===== src/rtl/logic_gate_pkg.sv =====
// Shared opcode encoding and the bitwise gate evaluator used by every lane of logic_gate_array.
package logic_gate_pkg;

  localparam int OP_W       = 3;
  // Widest lane the evaluator supports; lanes zero-extend into it and truncate the result.
  localparam int GATE_MAX_W = 64;

  typedef enum logic [OP_W-1:0] {
    OP_AND    = 3'd0,
    OP_OR     = 3'd1,
    OP_NAND   = 3'd2,
    OP_NOR    = 3'd3,
    OP_XOR    = 3'd4,
    OP_XNOR   = 3'd5,
    OP_NOT_A  = 3'd6,
    OP_PASS_A = 3'd7
  } gate_op_e;

  function automatic logic [GATE_MAX_W-1:0] gate_eval(input gate_op_e op,
                                                      input logic [GATE_MAX_W-1:0] a,
                                                      input logic [GATE_MAX_W-1:0] b);
    logic [GATE_MAX_W-1:0] y;
    case (op)
      OP_AND:   y = a & b;
      OP_OR:    y = a | b;
      OP_NAND:  y = ~(a & b);
      OP_NOR:   y = ~(a | b);
      OP_XOR:   y = a ^ b;
      OP_XNOR:  y = ~(a ^ b);
      OP_NOT_A: y = ~a;
      default:  y = a;
    endcase
    return y;
  endfunction

endpackage


===== src/rtl/gate_lane.sv =====
// One combinational gate lane: applies the lane opcode to WIDTH-bit operands (WIDTH <= 64).
module gate_lane
  import logic_gate_pkg::*;
#(
  parameter int WIDTH = 4
) (
  input  logic [OP_W-1:0]  op,
  input  logic [WIDTH-1:0] a,
  input  logic [WIDTH-1:0] b,
  output logic [WIDTH-1:0] y
);

  gate_op_e op_e;

  assign op_e = gate_op_e'(op);
  assign y    = WIDTH'(gate_eval(op_e, GATE_MAX_W'(a), GATE_MAX_W'(b)));

endmodule


===== src/rtl/logic_gate_array.sv =====
// CHANNELS-lane, two-stage pipelined gate array with valid/ready on both sides.
// Optional saturating output-beat counter enabled by LOGIC_GATE_ARRAY_STATS_EN.
module logic_gate_array
  import logic_gate_pkg::*;
#(
  parameter int WIDTH    = 4,
  parameter int CHANNELS = 2
) (
  input  logic                       clk,
  input  logic                       rst,
  input  logic                       in_valid,
  output logic                       in_ready,
  input  logic [OP_W*CHANNELS-1:0]   in_op,
  input  logic [WIDTH*CHANNELS-1:0]  in_a,
  input  logic [WIDTH*CHANNELS-1:0]  in_b,
  output logic                       out_valid,
  input  logic                       out_ready,
  output logic [WIDTH*CHANNELS-1:0]  out_y,
  output logic [OP_W*CHANNELS-1:0]   out_op
`ifdef LOGIC_GATE_ARRAY_STATS_EN
  ,
  output logic [15:0]                beat_count
`endif
);

  logic                      s1_valid;
  logic [OP_W*CHANNELS-1:0]  s1_op;
  logic [WIDTH*CHANNELS-1:0] s1_a;
  logic [WIDTH*CHANNELS-1:0] s1_b;
  logic                      s2_valid;
  logic [WIDTH*CHANNELS-1:0] lane_y;
  logic                      s1_adv;
  logic                      s2_adv;

  // A stage may advance when it is empty or its downstream slot frees this cycle.
  assign s2_adv    = !s2_valid || out_ready;
  assign s1_adv    = !s1_valid || s2_adv;
  assign in_ready  = s1_adv;
  assign out_valid = s2_valid;

  // Stage 1: capture the accepted beat
  always_ff @(posedge clk or posedge rst) begin
    if (rst) begin
      s1_valid <= 1'b0;
      s1_op    <= '0;
      s1_a     <= '0;
      s1_b     <= '0;
    end else if (s1_adv) begin
      s1_valid <= in_valid;
      if (in_valid) begin
        s1_op <= in_op;
        s1_a  <= in_a;
        s1_b  <= in_b;
      end
    end
  end

  for (genvar k = 0; k < CHANNELS; k++) begin : g_lane
    gate_lane #(.WIDTH(WIDTH)) u_lane (
      .op(s1_op[OP_W*k +: OP_W]),
      .a (s1_a[WIDTH*k +: WIDTH]),
      .b (s1_b[WIDTH*k +: WIDTH]),
      .y (lane_y[WIDTH*k +: WIDTH])
    );
  end

  // Stage 2: register the evaluated result alongside its opcode
  always_ff @(posedge clk or posedge rst) begin
    if (rst) begin
      s2_valid <= 1'b0;
      out_y    <= '0;
      out_op   <= '0;
    end else if (s2_adv) begin
      s2_valid <= s1_valid;
      if (s1_valid) begin
        out_y  <= lane_y;
        out_op <= s1_op;
      end
    end
  end

`ifdef LOGIC_GATE_ARRAY_STATS_EN
  always_ff @(posedge clk or posedge rst) begin
    if (rst) begin
      beat_count <= 16'd0;
    end else if (s2_valid && out_ready && (beat_count != 16'hFFFF)) begin
      beat_count <= beat_count + 16'd1;
    end
  end
`endif

endmodule


===== config.mk =====
export PLATFORM = sky130hd
export DESIGN_NAME = logic_gate_array
export DESIGN_NICKNAME = d
export VERILOG_FILES = /design/src/rtl/logic_gate_pkg.sv /design/src/rtl/gate_lane.sv /design/src/rtl/logic_gate_array.sv
export SDC_FILE = /design/constraint.sdc
export NUM_CORES = 1
export LEC_CHECK = 0
export CAP_MARGIN = 25
export CORE_MARGIN = 3
export CORE_UTILIZATION = 40
export DETAILED_ROUTE_END_ITERATION = 10
export GPL_TIMING_DRIVEN = 0
export PLACE_DENSITY_LB_ADDON = 0.1
export SKIP_CTS_REPAIR_TIMING = 1
export SLEW_MARGIN = 40
export SYNTH_ARGS = -nofsm -noshare
export SYNTH_HDL_FRONTEND = slang
export SYNTH_SLANG_ARGS = --single-unit

===== constraint.sdc =====
create_clock -name clk -period 1.9 [get_ports clk]
set_clock_uncertainty 0.1 [all_clocks]
set_input_delay 0.38 -clock clk [delete_from_list [all_inputs] [get_ports clk]]
set_output_delay 0.38 -clock clk [all_outputs]
set_load 0.03 [all_outputs]

==> out/qor.yml, run 1 <==
worst_setup_path:
  end_kind: "output pin"
  worstPathCellList: "clkdlybuf4s50_1"
  reg2regPathDepth: 6
  crit_buf_inv: 1
  cp.depth: 1
  required_ns: 1.42
  slowest_delay_ns: 0.68
  path_max_fanout: 3
  arrival_ns: 1.34
  cpLargestDelayFamily: "buffers and inverters"
  worstSetupPathType: "reg -> out"
  critPathLaunchType: "flip-flop"
  cp_slowest_cell: "clkdlybuf4s50_1"
floorplanning:
  initial_utilization: 0.427
  rows: 26
  fp.dieArea_um2: 6600
  chipWidth_um: 81.2
  die_h_um: 81.2
  coreArea_um2: 5300
  io_pins: 42
sta:
  fmax_mhz: 548
  drv_slew: 0
  tightest_slew_ns: 0.446
  period_minus_slack_ns: 1.82
  relSlewSlack: 0.703
  period_share: 0.960
  finalHoldViolCount: 0
  holdWs_ns: 0.303
  rsz0062_at_grt: "false"
  setup_viol: 0
  worst_slack_ns: 0.0751
outcome:
  status: "finished clean"
cells_and_area:
  drive_gt1_frac: 0.207
  antennaDiodeCount: 0
  syn2layout_area_growth_pct: 27.9
  nets: 304
  fillers: 501
power:
  p_total_mw: 2.78
  p_leak_nw: 1.32
  powerDensity_nw_per_um2: 962
  peakVddDrop_v: 0.000491
grt:
  grt_max_degree: 24
  grt_first_pass_wirelength_mm: 7.73
  grt-ovfl-total: 0
  antenna_found_initial: 0
  grt_usage: 0.156
  grt_pass1_vias: 1547
run:
  maxCapViolations: 0
min_path:
  hp-class: "in -> async"
synth:
  synth.largest_area_cell: "dfrtp_1"
  syn_avg_cell_area_um2: 10.7
  synthArstFlopShare: 1.00
  seq_area_frac_synth: 0.420
  syn_inst: 212
  synthFlopType: "dfrtp_1"
  ys_ff_latch: 38
  yosysMostFrequentCell: "dfrtp_1"
  synthesis.nets: 254
  synth_edf_count: 0
  syn_area_um2: 2260
  yosys_warnings: 0
  synth_top_area_frac: 0.420
  synthTopCellsByCount: "dfrtp_1, mux2_2, inv_1, nand2_1, ha_1"
  synth_cell_type_count: 38
  synth_area_leaders: "dfrtp_1, mux2_2, ha_1"
cts:
  htreeDepth: 2
  clk_latency_ns: 0.29
  cts_made_buffers: 5
  clock_sinks: 38
  clock_path_buffers: 2
  clkTransAtPathRegs_ns: 0.08
  cts_root_buffer: "clkbuf_8"
  cts_tree: "built"
place:
  dp_hpwl_mm: 3.35
  pre_cts_slack_ns: -0.248
  routabilityCongestion: 0.827
  numPortBuffers: 41
drt:
  drt_first_pass_iters: 4
  drt_iter0_drc: 50
  ant_nets: 0
  drt-total-wl_mm: 4.55
  wl_per_cell_um: 13.8
  drcViolationCount: 0
  post_drt_via_cell_ratio: 4.87
  num_vias: 1612
-- cell families (layout without fill, tap and decap cells) --
family	Yosys count	count (layout)	share of synthesized area
AOI/OAI and AO/OA	28	28	0.103
xor gates and xnor gates	5	5	0.0193
adders and majority gates	16	16	0.0884
buffers and inverters	32	81	0.0691
DFF	38	38	0.420
muxes	34	34	0.168
and+or+nand+nor	59	59	0.132
-- cell usage in the layout, fill, tap and decap left out, types with 2 or more instances in the layout --
cell type / instances
nor2b_1: 2
nand2b_1: 7
inv_1: 18
mux2_2: 28
buf_2: 5
o31ai_1: 5
clkdlybuf4s50_1: 40
o31ai_2: 2
clkbuf_8: 6
nand3_1: 3
ha_1: 16
nand2b_2: 2
and2_1: 2
buf_4: 3
a21boi_0: 2
o221ai_1: 3
or2b_1: 2
clkbuf_1: 2
nor2_1: 12
nor3b_1: 3
o21a_1: 3
mux2i_1: 5
o21ai_0: 2
xor2_1: 5
dfrtp_1: 38
or2_0: 2
nor3_1: 5
o41ai_2: 2
nand2_1: 17
a22o_1: 3
a21oi_1: 3
-- report_power, final --
part	leakage (nW)	internal [mW]	total [mW]	switching, mW
logic	0.830	0.559	1.14	0.580
clock network	0.0431	0.280	0.566	0.286
registers	0.446	0.970	1.08	0.109
-- stage by stage --
step	setup TNS (ns)	instances	util	area, um^2
2_1_floorplan	0	212	-	2260
3_3_place_gp	-14.92	323	0.521	2760
3_5_place_dp	-1.76	325	0.530	2810
4_1_cts	-0.257	331	0.545	2890
5_1_grt	0	331	0.546	2890
6_report	0	331	0.546	2890
-- final timing paths --
check	slack (ns)	endpoint	from
hold / removal	0.30	out_valid$_DFFE_PP0P_	rst
max in group asynchronous	1.09	s1_a[3]$_DFFE_PP0P_	rst
setup / recovery	0.08	out_valid	out_valid$_DFFE_PP0P_
hold reg to reg	0.38	out_y[4]$_DFFE_PP0P_	out_y[4]$_DFFE_PP0P_
setup reg to reg	0.27	out_y[1]$_DFFE_PP0P_	s1_a[1]$_DFFE_PP0P_
min in group clk	0.38	out_y[4]$_DFFE_PP0P_	out_y[4]$_DFFE_PP0P_
-- area by class of cell --
class	instances	area [um^2]	area share
multi-input combinational	142	1160	0.399
sequential	38	951	0.329
timing repair buffer	43	460	0.159
tap	70	87.6	0.0303
buffer	13	85.1	0.0294
clock buffer	6	82.6	0.0285
inverter	19	71.3	0.0246
-- per-layer routing --
metal / vias up / wire length [um] / track usage
met2: 35 / 1880 / 0.222
met4: 0 / 57 / 0.0456
met3: 6 / 250 / 0.0455
met5: - / 0 / 0
met1: 756 / 2370 / 0.227
li1: 815 / - / -
-- flip-flops by register name, indices dropped and copies added (netlist names) --
signal,cells
out_valid,1
out_y,8
s1_a,8
s1_op,6
s1_valid,1
s1_b,8
out_op,6
-- tightest hold or removal path: stages --
cell and delay [ns]:
clkdlybuf4s50_1 0.41, inv_2 0.07, buf_12 0.18
(Power assumes the default switching activity.)
==> inputs of run 2 (changes only) <==
--- a/config.mk
+++ b/config.mk
@@ -9,6 +9,7 @@
 export CORE_MARGIN = 3
 export CORE_UTILIZATION = 40
 export DETAILED_ROUTE_END_ITERATION = 10
+export GPL_ROUTABILITY_DRIVEN = 0
 export GPL_TIMING_DRIVEN = 0
 export PLACE_DENSITY_LB_ADDON = 0.1
 export SKIP_CTS_REPAIR_TIMING = 1
==> results of run 2 <==
The final DEF is identical to that of run 1; final timing and power are the same.
